## config.mk

```make
export PLATFORM = sky130hd
export DESIGN_NAME = rf_write_arbiter
export DESIGN_NICKNAME = d
export VERILOG_FILES = /design/src/rtl/rf_write_arbiter_pkg.sv /design/src/rtl/rr_arbiter2.sv /design/src/rtl/rf_write_arbiter.sv
export SDC_FILE = /design/constraint.sdc
export NUM_CORES = 1
export LEC_CHECK = 0
export BUFFER_PORTS_ARGS = -buffer_cell sky130_fd_sc_hd__clkbuf_2
export CAP_MARGIN = 20
export CELL_PAD_IN_SITES_DETAIL_PLACEMENT = 1
export CELL_PAD_IN_SITES_GLOBAL_PLACEMENT = 1
export CORE_MARGIN = 10
export CORE_UTILIZATION = 34
export CTS_CLUSTER_DIAMETER = 40
export CTS_CLUSTER_SIZE = 24
export DETAILED_ROUTE_END_ITERATION = 10
export PLACE_DENSITY = 0.92
export SKIP_CTS_REPAIR_TIMING = 1
export SYNTH_ARGS = -nofsm -noshare
export SYNTH_HDL_FRONTEND = slang
export SYNTH_SLANG_ARGS = --single-unit
```

## constraint.sdc

```tcl
create_clock -name clk -period 4.55 [get_ports clk]
set_input_delay 0.91 -clock clk [delete_from_list [all_inputs] [get_ports clk]]
set_output_delay 0.91 -clock clk [all_outputs]
set_load 0.005 [all_outputs]
```

## src/rtl/rf_write_arbiter_pkg.sv

```systemverilog
// Shared constants and helpers for the register-file write arbiter.
// Latency: n/a (definitions only).
// Backpressure: n/a.
package rf_write_arbiter_pkg;

    localparam int DW_DEF = 32;
    localparam int AW_DEF = 5;

    // Requester index; also used as the "last granted" pointer value.
    typedef enum logic {
        REQ_ALU = 1'b0,
        REQ_LD  = 1'b1
    } req_e;

    localparam logic [2:0] STARVE_THRESH = 3'd4;
    localparam logic [2:0] WAIT_MAX      = 3'd7;

    // Next wait count: clears on transfer or when idle, otherwise saturating increment.
    function automatic logic [2:0] wait_next(input logic [2:0] cur,
                                             input logic       vld,
                                             input logic       xfer);
        logic [2:0] nxt;
        nxt = 3'd0;
        if (vld && !xfer) begin
            nxt = (cur == WAIT_MAX) ? WAIT_MAX : cur + 3'd1;
        end
        return nxt;
    endfunction

endpackage

```

## src/rtl/rr_arbiter2.sv

```systemverilog
// Two-way round-robin arbiter with a last-grant pointer.
// Latency: grant is combinational from req/en; pointer updates on the next edge.
// Backpressure: en=0 suppresses all grants and freezes the pointer.
module rr_arbiter2
    import rf_write_arbiter_pkg::*;
(
    input  logic       clk,
    input  logic       rst,
    input  logic       en,
    input  logic [1:0] req,
    output logic [1:0] gnt
);

    req_e last_q;
    req_e last_d;

    // Grant the lone requester, or on a tie the one not granted most recently.
    always_comb begin
        gnt    = 2'b00;
        last_d = last_q;
        if (en) begin
            if (req[REQ_ALU] && req[REQ_LD]) begin
                if (last_q == REQ_LD) begin
                    gnt[REQ_ALU] = 1'b1;
                end else begin
                    gnt[REQ_LD] = 1'b1;
                end
            end else begin
                gnt = req;
            end
        end
        if (gnt[REQ_ALU]) begin
            last_d = REQ_ALU;
        end else if (gnt[REQ_LD]) begin
            last_d = REQ_LD;
        end
    end

    // Pointer register; reset marks the load unit as last granted so the ALU wins first.
    always_ff @(posedge clk) begin
        if (rst) begin
            last_q <= REQ_LD;
        end else begin
            last_q <= last_d;
        end
    end

endmodule

```

## src/rtl/rf_write_arbiter.sv

```systemverilog
// Arbitrates ALU and load writebacks onto a single register-file write port.
// Latency: ready is combinational in cycle N; rf_we/rf_rd/rf_wdata are registered in N+1.
// Backpressure: hold or rst forces both readies low; losers keep valid asserted and retry.
module rf_write_arbiter
    import rf_write_arbiter_pkg::*;
#(
    parameter int DW = DW_DEF,
    parameter int AW = AW_DEF
) (
    input  logic          clk,
    input  logic          rst,
    input  logic          hold,
    input  logic          alu_valid,
    input  logic [AW-1:0] alu_rd,
    input  logic [DW-1:0] alu_data,
    output logic          alu_ready,
    input  logic          ld_valid,
    input  logic [AW-1:0] ld_rd,
    input  logic [DW-1:0] ld_data,
    output logic          ld_ready,
    output logic          rf_we,
    output logic [AW-1:0] rf_rd,
    output logic [DW-1:0] rf_wdata,
    output logic          starve_flag
);

    logic [1:0]    gnt;
    logic          alu_xfer;
    logic          ld_xfer;
    logic [AW-1:0] sel_rd;
    logic [DW-1:0] sel_data;

    logic          rf_we_q,    rf_we_d;
    logic [AW-1:0] rf_rd_q,    rf_rd_d;
    logic [DW-1:0] rf_wdata_q, rf_wdata_d;
    logic [2:0]    alu_wait_q, alu_wait_d;
    logic [2:0]    ld_wait_q,  ld_wait_d;
    logic          starve_q,   starve_d;

    rr_arbiter2 u_arb (
        .clk (clk),
        .rst (rst),
        .en  (!rst && !hold),
        .req ({ld_valid, alu_valid}),
        .gnt (gnt)
    );

    assign alu_ready = gnt[REQ_ALU];
    assign ld_ready  = gnt[REQ_LD];
    assign alu_xfer  = alu_valid && alu_ready;
    assign ld_xfer   = ld_valid && ld_ready;

    // Capture the winning request; writes to x0 complete but never raise rf_we or disturb rd/wdata.
    always_comb begin
        sel_rd     = alu_rd;
        sel_data   = alu_data;
        rf_we_d    = 1'b0;
        rf_rd_d    = rf_rd_q;
        rf_wdata_d = rf_wdata_q;
        if (ld_xfer) begin
            sel_rd   = ld_rd;
            sel_data = ld_data;
        end
        if ((alu_xfer || ld_xfer) && (sel_rd != '0)) begin
            rf_we_d    = 1'b1;
            rf_rd_d    = sel_rd;
            rf_wdata_d = sel_data;
        end
    end

    // Wait counters and starvation flag; the flag tracks the counters' next values so it rises with them.
    always_comb begin
        alu_wait_d = wait_next(alu_wait_q, alu_valid, alu_xfer);
        ld_wait_d  = wait_next(ld_wait_q, ld_valid, ld_xfer);
        starve_d   = (alu_wait_d >= STARVE_THRESH) || (ld_wait_d >= STARVE_THRESH);
    end

    // Output and counter registers.
    always_ff @(posedge clk) begin
        if (rst) begin
            rf_we_q    <= 1'b0;
            rf_rd_q    <= '0;
            rf_wdata_q <= '0;
            alu_wait_q <= 3'd0;
            ld_wait_q  <= 3'd0;
            starve_q   <= 1'b0;
        end else begin
            rf_we_q    <= rf_we_d;
            rf_rd_q    <= rf_rd_d;
            rf_wdata_q <= rf_wdata_d;
            alu_wait_q <= alu_wait_d;
            ld_wait_q  <= ld_wait_d;
            starve_q   <= starve_d;
        end
    end

    assign rf_we       = rf_we_q;
    assign rf_rd       = rf_rd_q;
    assign rf_wdata    = rf_wdata_q;
    assign starve_flag = starve_q;

endmodule

```

==> results of run 1 <==
[layout by cell type, fill, tap and decap left out, types with 3 or more instances in the layout]
cell type,Yosys,final
a311oi_2,20,20
nand2_1,71,71
a21oi_1,5,5
buf_4,2,4
clkbuf_2,1,119
inv_1,5,5
a311oi_1,14,14
clkbuf_8,0,6
nor2_1,9,9
a31oi_1,34,34
dfxtp_1,46,46
o32ai_1,3,3
[metal layers]
metal | GRT usage | up-vias | wire length [um]
met3 | 0.0592 | 6 | 727
met5 | 0 | - | 0
met4 | 0.0407 | 0 | 55
li1 | - | 1152 | -
met2 | 0.270 | 80 | 4150
met1 | 0.158 | 1143 | 3290
[worst max path at each step]
stage                     startpoint       end  slack [ns]  cells past startpoint
after floorplan                  rst  ld_ready        1.93                      5
after CTS                        rst  ld_ready        1.10                      5
after global routing             rst  ld_ready        1.00                      5
after global placement           rst  ld_ready        1.19                      5
final                            rst  ld_ready        1.14                      5
after detailed placement         rst  rf_rd[2]        1.03                      5
[flip-flops by register name (all words and copies together), names as in the netlist]
signal	cells
rf_wdata	32
rf_rd	5
alu_wait_q	3
ld_wait_q	3
rf_we	1
starve_flag	1
u_arb.last_q	1
[power breakdown]
part / switching (W) / leakage (nW) / total (W) / internal [W]
logic: 0.0000903 / 0.886 / 0.000166 / 0.0000761
clock network: 0.000133 / 0.0482 / 0.000255 / 0.000123
registers: 0.0000139 / 0.378 / 0.000441 / 0.000427
total: 0.000237 / 1.31 / 0.000863 / 0.000626
[cell type report]
cell class | instances | area, um^2
Clock inverter | 1 | 5.00
Sequential cell | 46 | 921
Timing Repair Buffer | 123 | 626
Inverter | 6 | 22.5
Fill cell | 810 | 3470
Multi-Input combinational cell | 177 | 1190
Clock buffer | 7 | 86.3
Tap cell | 77 | 96.3
[worst max-delay path, stage by stage]
cell and delay [ns]:
clkbuf_2 0.35, a211oi_4 0.39, nand2_1 0.13, inv_2 0.48, clkbuf_2 0.23
[cells by family (layout without fill, tap and decap cells)]
| kind of cell | count (synthesis) | in the layout |
|---|---|---|
| AND/OR/NAND/NOR | 90 | 90 |
| AO/OA/AOI/OAI | 83 | 83 |
| flip-flops | 46 | 46 |
| buffers and inverters | 32 | 137 |
| adder cells (fa/ha/maj) | 2 | 2 |
| multiplexers | 2 | 2 |
[through the flow]
stage | hold slack [ns] | utilization | instances
CTS | 0.450 | 0.460 | 437
global placement | 0.423 | 0.445 | 429
detailed placement | 0.434 | 0.445 | 429
floorplan | 0.414 | - | 255
finish | 0.442 | 0.460 | 437
global route | 0.460 | 0.460 | 437
==> run_results.csv, run 1 <==
group,metric,value,unit
run_status,status,"completed",
logic_synthesis,yosys.area_share.adder,0.0110,
logic_synthesis,synth-compound-area-share,0.336,
final_layout,antennaDiodeCount,0,
logic_synthesis,synth_area,2270,um^2
logic_synthesis,synth_top_area_cell,"dfxtp_1",
drt,dr.pass1.iters,4,
global_routing,antenna_found_initial,0,
clocking,clock_latency,0.29,ns
timing,tns,0,ns
floorplanning,die_h,102,um
global_routing,grt_pass1_wl,12.6,mm
drt,vias,2381,
global_routing,track_usage,0.150,
placed_design,pre_cts_ws,1.03,ns
power,power.density,292,nW/um^2
final_layout,drive_gt1_frac,0.433,
logic_synthesis,synth-seq-cells,46,
clocking,htreeDepth,2,
global_routing,grt_max_degree,39,
global_routing,overflow,0,
drt,wire_per_inst,18.8,um
final_layout,nets,440,
logic_synthesis,netlist.area_leader.share,0.405,
worst_setup_path,r2r_slack,2.08,ns
final_layout,area_delta_synth_final,29.8,%
logic_synthesis,yosys_warnings,0,
logic_synthesis,synth_xor_area_frac,0,
floorplanning,core-area,6420,um^2
clocking,cts_tree,"done",
worst_setup_path,critPathMaxFanout,35,
power,leakage,1.31,nW
placed_design,port_buffers,119,
hold_path,holdPathEnd,"ld_wait_q[0]",
timing,clock_skew,0.00239,ns
floorplanning,die_x,102,um
worst_setup_path,required,3.64,ns
timing,rsz0062_at_grt,"no",
drt,drt-total-wl,8.22,mm
clocking,cts.sinks,46,
timing,tightest_slew,0.937,ns
worst_setup_path,rr_worst_depth,4,
floorplanning,ios,120,
logic_synthesis,synthTopCellsByArea,"dfxtp_1, a311oi_2, nand2_1, a31oi_1, a311oi_1",
timing,post-route-min-period,3.41,ns
timing,post-route-period-util,0.750,
drt,remaining_drc_errors,0,
hold_path,hold_path_class,"reg2reg",
worst_setup_path,worstSetupPathType,"in2out",
drt,via_per_inst,5.45,
logic_synthesis,synth_mux_area_frac,0.00880,
power,peakVddDrop,0.107,mV
timing,relSlewSlack,0.375,
clocking,cts_made_buffers,5,
placed_design,gp_congestion,0.800,
global_routing,grt_pass1_vias,2584,
placed_design,post_dp_cell_area,2860,um^2
logic_synthesis,yosys-top-cells-count,"nand2_1, dfxtp_1, a31oi_1, a311oi_2, a311oi_1",
clocking,cts_buffer_depth,2,
logic_synthesis,yosys.area_share.simple,0.169,
floorplanning,die-area,10400,um^2
logic_synthesis,syn_nets,336,
worst_setup_path,r2r_start,"u_arb.last_q",
logic_synthesis,seq_area_frac_synth,0.405,
logic_synthesis,synth_edf_count,0,
logic_synthesis,syn-instance-count,255,
worst_setup_path,critPathLaunchType,"primary input",
placed_design,dp_hpwl,6.10,mm
power,total_power,0.000863,W
timing,final-max-slew-violation-count,0,
floorplanning,fp-row-count,29,
timing,fmax,0.293,GHz
clocking,clk_pin_slew,0.08,ns
final_layout,fin_area,2950,um^2
job,drv_cap,0,
timing,finalHoldViolCount,0,
logic_synthesis,ys_types,31,
timing,setup_viol,0,
logic_synthesis,async_reset_ff_frac,0,
worst_setup_path,rr_endpoint,"rf_wdata[9]",
worst_setup_path,cp.arrival,2.50,ns
timing,setup_slack,1.14,ns
logic_synthesis,synth_top_family_by_area,"compound AO/OA/AOI/OAI gates",
floorplanning,initial_core_util,0.354,
logic_synthesis,ys.flop_type,"dfxtp_1",
hold_path,min_from,"ld_wait_q[0]",
worst_setup_path,end_kind,"primary output",
drt,drt_iter0_markers,69,
hold_path,holdPathStages,1,
drt,ant_nets,0,
logic_synthesis,yosysMostFrequentCell,"nand2_1",
logic_synthesis,avgSynthCellArea,8.92,um^2
clocking,root_buffer,"clkbuf_8",
No activity file was read; power rests on OpenSTA's default activity.
==> inputs of run 2 (changes only) <==
--- a/config.mk
+++ b/config.mk
@@ -10,11 +10,11 @@
 export CELL_PAD_IN_SITES_DETAIL_PLACEMENT = 1
 export CELL_PAD_IN_SITES_GLOBAL_PLACEMENT = 1
 export CORE_MARGIN = 10
-export CORE_UTILIZATION = 34
+export CORE_UTILIZATION = 29
 export CTS_CLUSTER_DIAMETER = 40
 export CTS_CLUSTER_SIZE = 24
 export DETAILED_ROUTE_END_ITERATION = 10
-export PLACE_DENSITY = 0.92
+export PLACE_DENSITY = 0.84
 export SKIP_CTS_REPAIR_TIMING = 1
 export SYNTH_ARGS = -nofsm -noshare
 export SYNTH_HDL_FRONTEND = slang
==> constraint.sdc (replaced) <==
create_clock -name clk -period 3.1 [get_ports clk]
set_input_delay 0.62 -clock clk [delete_from_list [all_inputs] [get_ports clk]]
set_output_delay 0.62 -clock clk [all_outputs]
set_load 0.005 [all_outputs]
==> run 2 against run 1 <==
Net effect: first-iteration DRC count decreased by 17%; combinational power increased by 49%; clock power up 36%; worst setup slack got worse by 0.33 ns; final cell count grew 6.4%; power up 44%; core utilization decreased by 6.8 points; sequential share of layout area decreased by 0.61 points; largest cell class unchanged; register-to-register slack worse by 0.84 ns; worst hold slack improved by 0.0024 ns; clock-buffer cell count unchanged.
==> run_results.csv, run 2 (synthesized netlist as in run 1, its figures left out) <==
group,metric,value,unit
run_status,status,"completed",
floorplanning,die-area,11800,um^2
worst_setup_path,r2r_start,"u_arb.last_q",
global_routing,grt_pass1_vias,2617,
worst_setup_path,worstSetupPathType,"in2out",
drt,drt-total-wl,8.10,mm
timing,setup_slack,0.804,ns
final_layout,fillers,959,
clocking,cts_buffer_depth,2,
global_routing,antenna_found_initial,0,
final_layout,seqCellArea,921,um^2
worst_setup_path,end_kind,"primary output",
power,power.density,412,nW/um^2
floorplanning,ios,120,
final_layout,final_common_cell,"clkbuf_2",
floorplanning,die_x,109,um
drt,wire_per_inst,17.4,um
timing,final-max-slew-violation-count,0,
worst_setup_path,critPathLaunchType,"primary input",
placed_design,pre_cts_ws,0.762,ns
clocking,cts.sinks,46,
drt,remaining_drc_errors,0,
drt,ant_nets,0,
clocking,htreeDepth,2,
clocking,cts_made_buffers,5,
floorplanning,initial_core_util,0.296,
power,leakage,1.33,nW
worst_setup_path,cp_cell_sequence,"clkbuf_2 -> a211oi_4 -> nand2_1 -> inv_2 -> clkbuf_2",
final_layout,drive_gt1_frac,0.435,
drt,dr.pass1.iters,4,
drt,via_per_inst,5.02,
floorplanning,fp-row-count,32,
placed_design,dp_hpwl,6.22,mm
drt,vias,2332,
timing,post-route-period-util,0.741,
global_routing,grt_max_degree,38,
floorplanning,die_h,109,um
worst_setup_path,required,2.48,ns
worst_setup_path,crit_top_cell,"clkbuf_2",
hold_path,min_from,"alu_wait_q[0]",
global_routing,track_usage,0.135,
timing,clock_skew,0.00590,ns
timing,post-route-min-period,2.30,ns
global_routing,grt_pass1_wl,12.9,mm
timing,tightest_slew,0.478,ns
floorplanning,core-area,7690,um^2
final_layout,multi_input_area,1190,um^2
global_routing,overflow,0,
placed_design,gp_congestion,0.766,
final_layout,nets,444,
clocking,cts_tree,"done",
worst_setup_path,critPathMaxStageDelay,0.33,ns
timing,relSlewSlack,0.681,
timing,fmax,0.435,GHz
timing,finalHoldViolCount,0,
timing,setup_viol,0,
timing,tns,0,ns
clocking,clock_latency,0.30,ns
worst_setup_path,cp.arrival,1.68,ns
final_layout,antennaDiodeCount,0,
worst_setup_path,slowest_stage,"a211oi_4",
clocking,clk_pin_slew,0.08,ns
clocking,root_buffer,"clkbuf_8",
worst_setup_path,crit_start,"alu_valid",
placed_design,port_buffers,119,
worst_setup_path,critPathMaxFanout,17,
final_layout,largest_reg_flops,32,
timing,rsz0062_at_grt,"no",
job,drv_cap,0,
hold_path,hold_path_class,"reg2reg",
power,peakVddDrop,0.163,mV
drt,drt_iter0_markers,57,
final_layout,area_delta_synth_final,32.3,%
final_layout,final_cell_mix,"clkbuf_2, nand2_1, dfxtp_1",
final_layout,fin_area,3010,um^2
placed_design,post_dp_cell_area,2930,um^2
==> run 2: worst paths after layout <==
path | cells after the start | to | slack (ns)
hold reg to reg | 1 | alu_wait_q[0] | 0.44
setup / recovery | 5 | ld_ready | 0.80
setup reg to reg | 5 | rf_wdata[7] | 1.24
hold / removal | 1 | alu_wait_q[0] | 0.44
==> run 2: critical path: cells and delay by family <==
kind,cells,cell delay [ns]
compound gates,1,0.33
simple gates,1,0.14
buf+inv,3,0.59
==> run 2: report_power, final <==
group | internal, W | leakage (nW) | switching [W]
Sequential | 0.000627 | 0.378 | 0.0000197
Combinational | 0.000116 | 0.909 | 0.000131
Clock | 0.000156 | 0.0383 | 0.000192
Total | 0.000899 | 1.33 | 0.000343
==> run 2: area by class of cell <==
type,count,share of cell area
Multi-Input combinational cell,177,0.397
Clock buffer,7,0.0254
Sequential cell,46,0.306
Tap cell,102,0.0424
Inverter,6,0.00748
Timing Repair Buffer,127,0.222
==> run 2: through the flow <==
| step | hold slack, ns | utilization | total power (W) | instances |
|---|---|---|---|---|
| CTS | 0.449 | 0.392 | 0.00126 | 465 |
| floorplan | 0.414 | - | 0.000791 | 255 |
| finish | 0.444 | 0.392 | 0.00124 | 465 |
| detailed placement | 0.437 | 0.382 | 0.000913 | 458 |
| global placement | 0.421 | 0.382 | 0.000904 | 458 |
| global route | 0.481 | 0.392 | 0.00131 | 465 |
==> run 2: routing by layer <==
layer	share of wire	wire length (um)	vias up	global-route usage
met2	0.48	3900	83	0.240
met5	0	0	-	0
met1	0.41	3300	1078	0.144
li1	-	-	1163	-
met3	0.098	793	8	0.0607
met4	0.013	104	0	0.0320
